$ cat config.mk
export PLATFORM = sky130hd
export DESIGN_NAME = systemizer_mem
export DESIGN_NICKNAME = d
export VERILOG_FILES = /design/src/rtl/systemizer_mem_pkg.sv /design/src/rtl/systemizer_mem_sys_ram.sv /design/src/rtl/systemizer_mem.sv
export SDC_FILE = /design/constraint.sdc
export NUM_CORES = 1
export LEC_CHECK = 0
export ABC_AREA = 1
export CAP_MARGIN = 10
export CORE_ASPECT_RATIO = 0.9
export CORE_UTILIZATION = 61
export DETAILED_ROUTE_END_ITERATION = 12
export DONT_BUFFER_PORTS = 1
export PLACE_DENSITY = 0.81
export SKIP_LAST_GASP = 1
export SYNTH_ARGS = -nofsm -noshare
export SYNTH_HDL_FRONTEND = slang
export SYNTH_SLANG_ARGS = --single-unit
$ cat constraint.sdc
create_clock -name clk -period 5.4 [get_ports clk]
set_clock_uncertainty 0.05 [all_clocks]
set_input_delay 0.27 -clock clk [delete_from_list [all_inputs] [get_ports clk]]
set_output_delay 0.27 -clock clk [all_outputs]
set_load 0.02 [all_outputs]
$ cat src/rtl/systemizer_mem_pkg.sv
// Shared sizing defaults, CLOG2 helper and FSM encoding for the systemizer matrix memory.
package systemizer_mem_pkg;

   function automatic int clog2(input int value);
      int result;
      result = 32'sd0;
      for (int i = 0; i < 31; i++) begin
         if ((32'sd1 <<< i) < value) result = i + 32'sd1;
      end
      return result;
   endfunction

   localparam int DEPTH_DEF = 40;
   localparam int DW_DEF    = 2 * clog2(3);
   localparam int AW_DEF    = clog2(DEPTH_DEF);

   typedef enum logic [2:0] {
      ST_IDLE  = 3'd0,
      ST_LOAD  = 3'd1,
      ST_READY = 3'd2,
      ST_RUN   = 3'd3,
      ST_DUMP  = 3'd4
   } state_t;

endpackage

$ cat src/rtl/systemizer_mem_sys_ram.sv
// Single-clock matrix word store: one write port, one registered read-first read port.
module sys_ram
   import systemizer_mem_pkg::*;
#(
   parameter int  DEPTH = DEPTH_DEF,
   parameter int  DW    = DW_DEF,
   localparam int AW    = clog2(DEPTH)
) (
   input  logic          clk,
   input  logic          we,
   input  logic [AW-1:0] waddr,
   input  logic [DW-1:0] wdata,
   input  logic          re,
   input  logic [AW-1:0] raddr,
   output logic [DW-1:0] rdata
);

   logic [DW-1:0] mem_r [DEPTH];

   // Write port; the caller only presents in-range addresses.
   always_ff @(posedge clk) begin
      if (we) mem_r[waddr] <= wdata;
   end

   // Registered read; sampling before the write lands gives old data on a collision.
   always_ff @(posedge clk) begin
      if (re) rdata <= mem_r[raddr];
   end

endmodule

$ cat src/rtl/systemizer_mem.sv
// Matrix memory front end: host load/dump sequencing around a systemizer run window.
module systemizer_mem
   import systemizer_mem_pkg::*;
#(
   parameter int  DEPTH = DEPTH_DEF,
   parameter int  DW    = DW_DEF,
   localparam int AW    = clog2(DEPTH)
) (
   input  logic          clk,
   input  logic          rst,
   input  logic          host_load,
   input  logic          host_go,
   input  logic          host_in_valid,
   input  logic [DW-1:0] host_in_data,
   output logic          host_out_valid,
   output logic [DW-1:0] host_out_data,
   input  logic          host_out_ready,
   output logic          load_done,
   output logic          err,
   output logic          sys_start,
   input  logic          sys_done,
   input  logic          sys_rd_en,
   input  logic [AW-1:0] sys_rd_addr,
   output logic [DW-1:0] sys_rd_data,
   input  logic          sys_wr_en,
   input  logic [AW-1:0] sys_wr_addr,
   input  logic [DW-1:0] sys_wr_data
);

   localparam logic [AW-1:0] LAST    = AW'(DEPTH - 1);
   localparam logic [AW:0]   DEPTH_X = (AW + 1)'(DEPTH);

   state_t        state_r, state_s;
   logic [AW-1:0] cnt_r;
   logic          sys_start_r, load_done_r, err_r;
   logic          dump_pend_r, host_out_valid_r;
   logic [DW-1:0] host_out_data_r;
   logic          sys_rd_fresh_r;
   logic [DW-1:0] sys_rd_hold_r;

   logic          in_run_s, rd_ok_s, wr_ok_s, bad_s;
   logic          load_wr_s, load_last_s, accept_s, dump_last_s, issue_s;
   logic          ram_we_s, ram_re_s;
   logic [AW-1:0] ram_waddr_s, ram_raddr_s;
   logic [DW-1:0] ram_wdata_s, ram_q_s;

   assign in_run_s    = (state_r == ST_RUN);
   assign rd_ok_s     = in_run_s && sys_rd_en && ({1'b0, sys_rd_addr} < DEPTH_X);
   assign wr_ok_s     = in_run_s && sys_wr_en && ({1'b0, sys_wr_addr} < DEPTH_X);
   assign bad_s       = in_run_s && ((sys_rd_en && !rd_ok_s) || (sys_wr_en && !wr_ok_s));
   assign load_wr_s   = (state_r == ST_LOAD) && host_in_valid && !host_load;
   assign load_last_s = load_wr_s && (cnt_r == LAST);
   assign accept_s    = (state_r == ST_DUMP) && host_out_valid_r && host_out_ready;
   assign dump_last_s = accept_s && (cnt_r == LAST);
   // Fetch the first word on entry, then prefetch the next word on each acceptance.
   assign issue_s     = (state_r == ST_DUMP) &&
                        ((!host_out_valid_r && !dump_pend_r) || (accept_s && (cnt_r != LAST)));

   // Route the RAM ports to whichever agent owns the array in the current state.
   always_comb begin
      ram_we_s    = 1'b0;
      ram_waddr_s = cnt_r;
      ram_wdata_s = host_in_data;
      ram_re_s    = 1'b0;
      ram_raddr_s = cnt_r;
      case (state_r)
         ST_LOAD: ram_we_s = load_wr_s;
         ST_RUN: begin
            ram_we_s    = wr_ok_s;
            ram_waddr_s = sys_wr_addr;
            ram_wdata_s = sys_wr_data;
            ram_re_s    = rd_ok_s;
            ram_raddr_s = sys_rd_addr;
         end
         ST_DUMP: begin
            ram_re_s    = issue_s;
            ram_raddr_s = accept_s ? (cnt_r + AW'(1)) : cnt_r;
         end
         default: ram_we_s = 1'b0;
      endcase
   end

   sys_ram #(.DEPTH(DEPTH), .DW(DW)) u_ram (
      .clk   (clk),
      .we    (ram_we_s),
      .waddr (ram_waddr_s),
      .wdata (ram_wdata_s),
      .re    (ram_re_s),
      .raddr (ram_raddr_s),
      .rdata (ram_q_s)
   );

   // State register.
   always_ff @(posedge clk or posedge rst) begin
      if (rst) state_r <= ST_IDLE;
      else     state_r <= state_s;
   end

   // Next-state decode.
   always_comb begin
      state_s = state_r;
      case (state_r)
         ST_IDLE:  state_s = host_load   ? ST_LOAD  : ST_IDLE;
         ST_LOAD:  state_s = load_last_s ? ST_READY : ST_LOAD;
         ST_READY: state_s = host_go     ? ST_RUN   : ST_READY;
         ST_RUN:   state_s = sys_done    ? ST_DUMP  : ST_RUN;
         ST_DUMP:  state_s = dump_last_s ? ST_IDLE  : ST_DUMP;
         default:  state_s = ST_IDLE;
      endcase
   end

   // Shared load/dump word counter.
   always_ff @(posedge clk or posedge rst) begin
      if (rst) begin
         cnt_r <= {AW{1'b0}};
      end else begin
         case (state_r)
            ST_IDLE: if (host_load) cnt_r <= {AW{1'b0}};
            ST_LOAD: begin
               if (host_load || load_last_s) cnt_r <= {AW{1'b0}};
               else if (load_wr_s)           cnt_r <= cnt_r + AW'(1);
            end
            ST_RUN:  if (sys_done) cnt_r <= {AW{1'b0}};
            ST_DUMP: begin
               if (dump_last_s)   cnt_r <= {AW{1'b0}};
               else if (accept_s) cnt_r <= cnt_r + AW'(1);
            end
            default: cnt_r <= {AW{1'b0}};
         endcase
      end
   end

   // Status flags: one-shot start, load completion, sticky address error.
   always_ff @(posedge clk or posedge rst) begin
      if (rst) begin
         sys_start_r <= 1'b0;
         load_done_r <= 1'b0;
         err_r       <= 1'b0;
      end else begin
         sys_start_r <= (state_r == ST_READY) && host_go;
         err_r       <= err_r | bad_s;
         if (load_last_s)            load_done_r <= 1'b1;
         else if (in_run_s && sys_done) load_done_r <= 1'b0;
      end
   end

   // Dump output register: loads one cycle after each fetch, holds through stalls.
   always_ff @(posedge clk or posedge rst) begin
      if (rst) begin
         dump_pend_r      <= 1'b0;
         host_out_valid_r <= 1'b0;
         host_out_data_r  <= {DW{1'b0}};
      end else begin
         dump_pend_r <= issue_s;
         if (dump_pend_r) begin
            host_out_valid_r <= 1'b1;
            host_out_data_r  <= ram_q_s;
         end else if (accept_s) begin
            host_out_valid_r <= 1'b0;
         end
      end
   end

   // The RAM read register is shared with dump, so keep a held copy of the last systemizer result.
   always_ff @(posedge clk or posedge rst) begin
      if (rst) begin
         sys_rd_fresh_r <= 1'b0;
         sys_rd_hold_r  <= {DW{1'b0}};
      end else begin
         sys_rd_fresh_r <= rd_ok_s;
         sys_rd_hold_r  <= (in_run_s && sys_rd_en && !rd_ok_s) ? {DW{1'b0}} : sys_rd_data;
      end
   end

   assign sys_rd_data    = sys_rd_fresh_r ? ram_q_s : sys_rd_hold_r;
   assign sys_start      = sys_start_r;
   assign load_done      = load_done_r;
   assign err            = err_r;
   assign host_out_valid = host_out_valid_r;
   assign host_out_data  = host_out_data_r;

endmodule
==> flow_summary.yaml <==
floorplanning:
  start_util: 0.637
  die_x_um: 127
  io_pins: 41
  die_area_mm2: 0.0146
  std_cell_rows: 40
  core_region_area_mm2: 0.0136
  chipHeight_um: 115
clocking:
  worstSkewPairLatency_ns: 0.45
  clock-sinks: 187
  cts_tree: "done"
  cts_made_buffers: 17
  clock_path_buffers: 2
  clockRootBuffer: "clkbuf_16"
  cts_resized: 0
  cts.clk_slew.worst_paths_ns: 0.07
  htree_levels: 4
sta:
  slew_headroom: 0.391
  setup_tns_ns: 0
  finalMaxSlewViolations: 0
  setup_slack_ns: 1.44
  fin_crit_sh: 0.734
  rsz0062_at_grt: "no"
  period_minus_slack_ns: 3.96
  tightest_slew_ns: 0.913
  hold_viol: 0
  finalSetupViolations: 0
  max_freq_ghz: 0.252
critical_path:
  crit_arrival_ns: 4.10
  regToRegStartpoint: "state_r[2]"
  worstSetupPathType: "flip-flop to flip-flop"
  cpPeakStageDelay_ns: 0.56
  ff2ff_path_depth: 16
  start_kind: "flip-flop"
  cp_slowest_cell: "buf_4"
  worst_r2r_endpoint: "u_ram.rdata[1]"
  rrSetupSlack_ns: 1.44
  path_cells: "inv_2 -> nand3_2 -> nor2_1 -> nor2_2 -> nand2_2 -> buf_4 -> nand2_2 -> buf_4 -> nand2_1 -> nand2_1 -> nand2_1 -> nand3_1 -> nand3_1 -> nand3_1 -> nand3_1 -> nand2_1"
  cp-startpoint: "state_r[2]"
  required_ns: 5.54
  crit_fanout: 69
  end_kind: "flip-flop"
yosys:
  netlist_instances: 863
  synth_ff_type: "edfxtp_1"
  yosysTopAreaCellShare: 0.570
  ys_seq_area_frac: 0.637
  syn_area_per_cell_um2: 10.0
  synth.distinct_cells: 32
  yosys.area.top_type: "edfxtp_1"
  synth_area_leaders: "edfxtp_1, nand2_1, nand3_1, dfrtp_1, inv_1"
  post-synth-top-count-cell: "nand2_1"
  syn_nets: 893
  synth_edf_count: 164
  syn-cell-area_mm2: 0.00864
  synthTopCellsByCount: "nand2_1, edfxtp_1, nand3_1, inv_1, nor2_1"
  ys_async_sr_fraction: 0.123
  ys_ff_latch: 187
  yosysWarningCount: 0
min_path:
  min_from: "sys_wr_addr[5]"
  hold_depth: 2
  min_to: "err"
  min_path_type: "input port to flip-flop"
finish:
  fin_util: 0.687
  finalNetCount: 885
  n_antenna_cell: 0
  fin_area_mm2: 0.00931
  drive_gt1_frac: 0.0668
  fillers: 998
  area_growth_pct: 7.78
power_and_ir_drop:
  clockPowerShare: 0.312
  ir_drop_uv: 336
  powerDensity_mw_per_mm2: 396
  p_seq_frac: 0.454
  p_total_uw: 3680
  comb_power_share: 0.234
  p_sw_frac: 0.328
  p_leak_uw: 0.00366
  switchingPower_uw: 1210
  internal_power_uw: 2470
global_routing:
  grt_antenna_before_repair: 0
  grt_max_degree: 70
  grt_pass1_vias: 6189
  grt_pass1_wl_mm: 32.2
  track_usage: 0.302
  gr-total-overflow: 0
route:
  route.detailed.drc: 0
  viasPerCell: 6.09
  wl_per_cell_um: 19.6
  vias: 6436
  drt_iter0_drc: 855
  wl_mm: 20.7
  first_pass_iters: 6
  ant_nets: 0
placed_design:
  dpl.hpwl_mm: 12.9
  dp_slack_ns: 1.62
  port_buffers: 0
  place_congestion: 0.898
  placed_cell_area_mm2: 0.00870
status:
  status: "finished clean"
job:
  cap_violations: 0
[layout by cell type (no fill, tap or decap), types with 5 or more instances in the layout]
cell	n
a21oi_1	7
clkbuf_16	17
clkinvlp_4	5
dfrtp_1	23
dlygate4sd3_1	7
edfxtp_1	164
inv_1	82
inv_2	6
nand2_1	206
nand2_2	10
nand3_1	139
nand3b_1	32
nor2_1	70
o211ai_1	11
o21ai_0	32
o21ai_1	9
o22ai_1	11
[power groups by stage]
stage / clock network (µW) / registers, µW / logic (µW)
after floorplan: 0 / 1690 / 675
after global placement: 0 / 1700 / 785
after detailed placement: 0 / 1700 / 828
after CTS: 1160 / 1670 / 843
after global routing: 1210 / 1680 / 950
final: 1150 / 1670 / 863
[timing repair]
action                                 CTS  global route
setup buffers                            0             0
hold buffers                             7             0
endpoints found under the hold margin   30             0
[area by class of cell]
cell class	count	area, µm²	area share
Sequential cell	187	5500	0.591
Tap cell	189	236	0.0254
Multi-Input combinational cell	549	2600	0.279
Inverter	89	334	0.0359
Clock inverter	15	116	0.0125
Clock buffer	17	425	0.0457
Timing Repair Buffer	11	100	0.0107
[worst max-delay path by stage]
stage | endpoint | slack (ns) | cells after the start
detailed placement | u_ram.rdata[1] | 1.62 | 16
finish | u_ram.rdata[1] | 1.44 | 16
CTS | u_ram.rdata[0] | 1.56 | 16
global placement | u_ram.rdata[3] | 1.81 | 16
global route | u_ram.rdata[1] | 1.12 | 16
floorplan | u_ram.rdata[0] | 3.25 | 14
[critical path, delay by kind of cell (launching register included)]
kind | cells | cell delay, ns
DFF | 1 | 0.46
buffers and inverters | 3 | 1.11
and+or+nand+nor | 13 | 1.99
[flip-flops by register name (all words and copies together) (netlist names)]
register / count
err: 1
sys_rd_hold_r: 4
sys_start: 1
cnt_r: 6
load_done: 1
state_r: 3
host_out_data: 4
host_out_valid: 1
sys_rd_fresh_r: 1
dump_pend_r: 1
u_ram.mem_r: 160
u_ram.rdata: 4
[cells by family (layout without fill, tap and decap cells)]
logic type      count (synthesis)  count (layout)  synth area share
fa+ha+maj                       1               1           0.00145
simple gates                  471             471             0.246
compound gates                 73              73            0.0481
flops                         187             187             0.637
xor+xnor                        4               4           0.00406
buf+inv                       127             132            0.0640
[metrics by stage]
step	cells	hold WS, ns
3_3_place_gp	1018	0.334
3_5_place_dp	1018	0.352
4_1_cts	1057	0.0868
6_report	1057	0.0962
5_1_grt	1057	0.0975
2_1_floorplan	863	0.222
[metal layers]
layer  track usage  up-vias  wire [µm]
met4         0.152        0        675
met2         0.477      416       9730
met3        0.0703       69       2350
li1              -     2921          -
met1         0.397     3030       7970
met5             0        -          0
No activity file was read; power rests on OpenSTA's default activity.
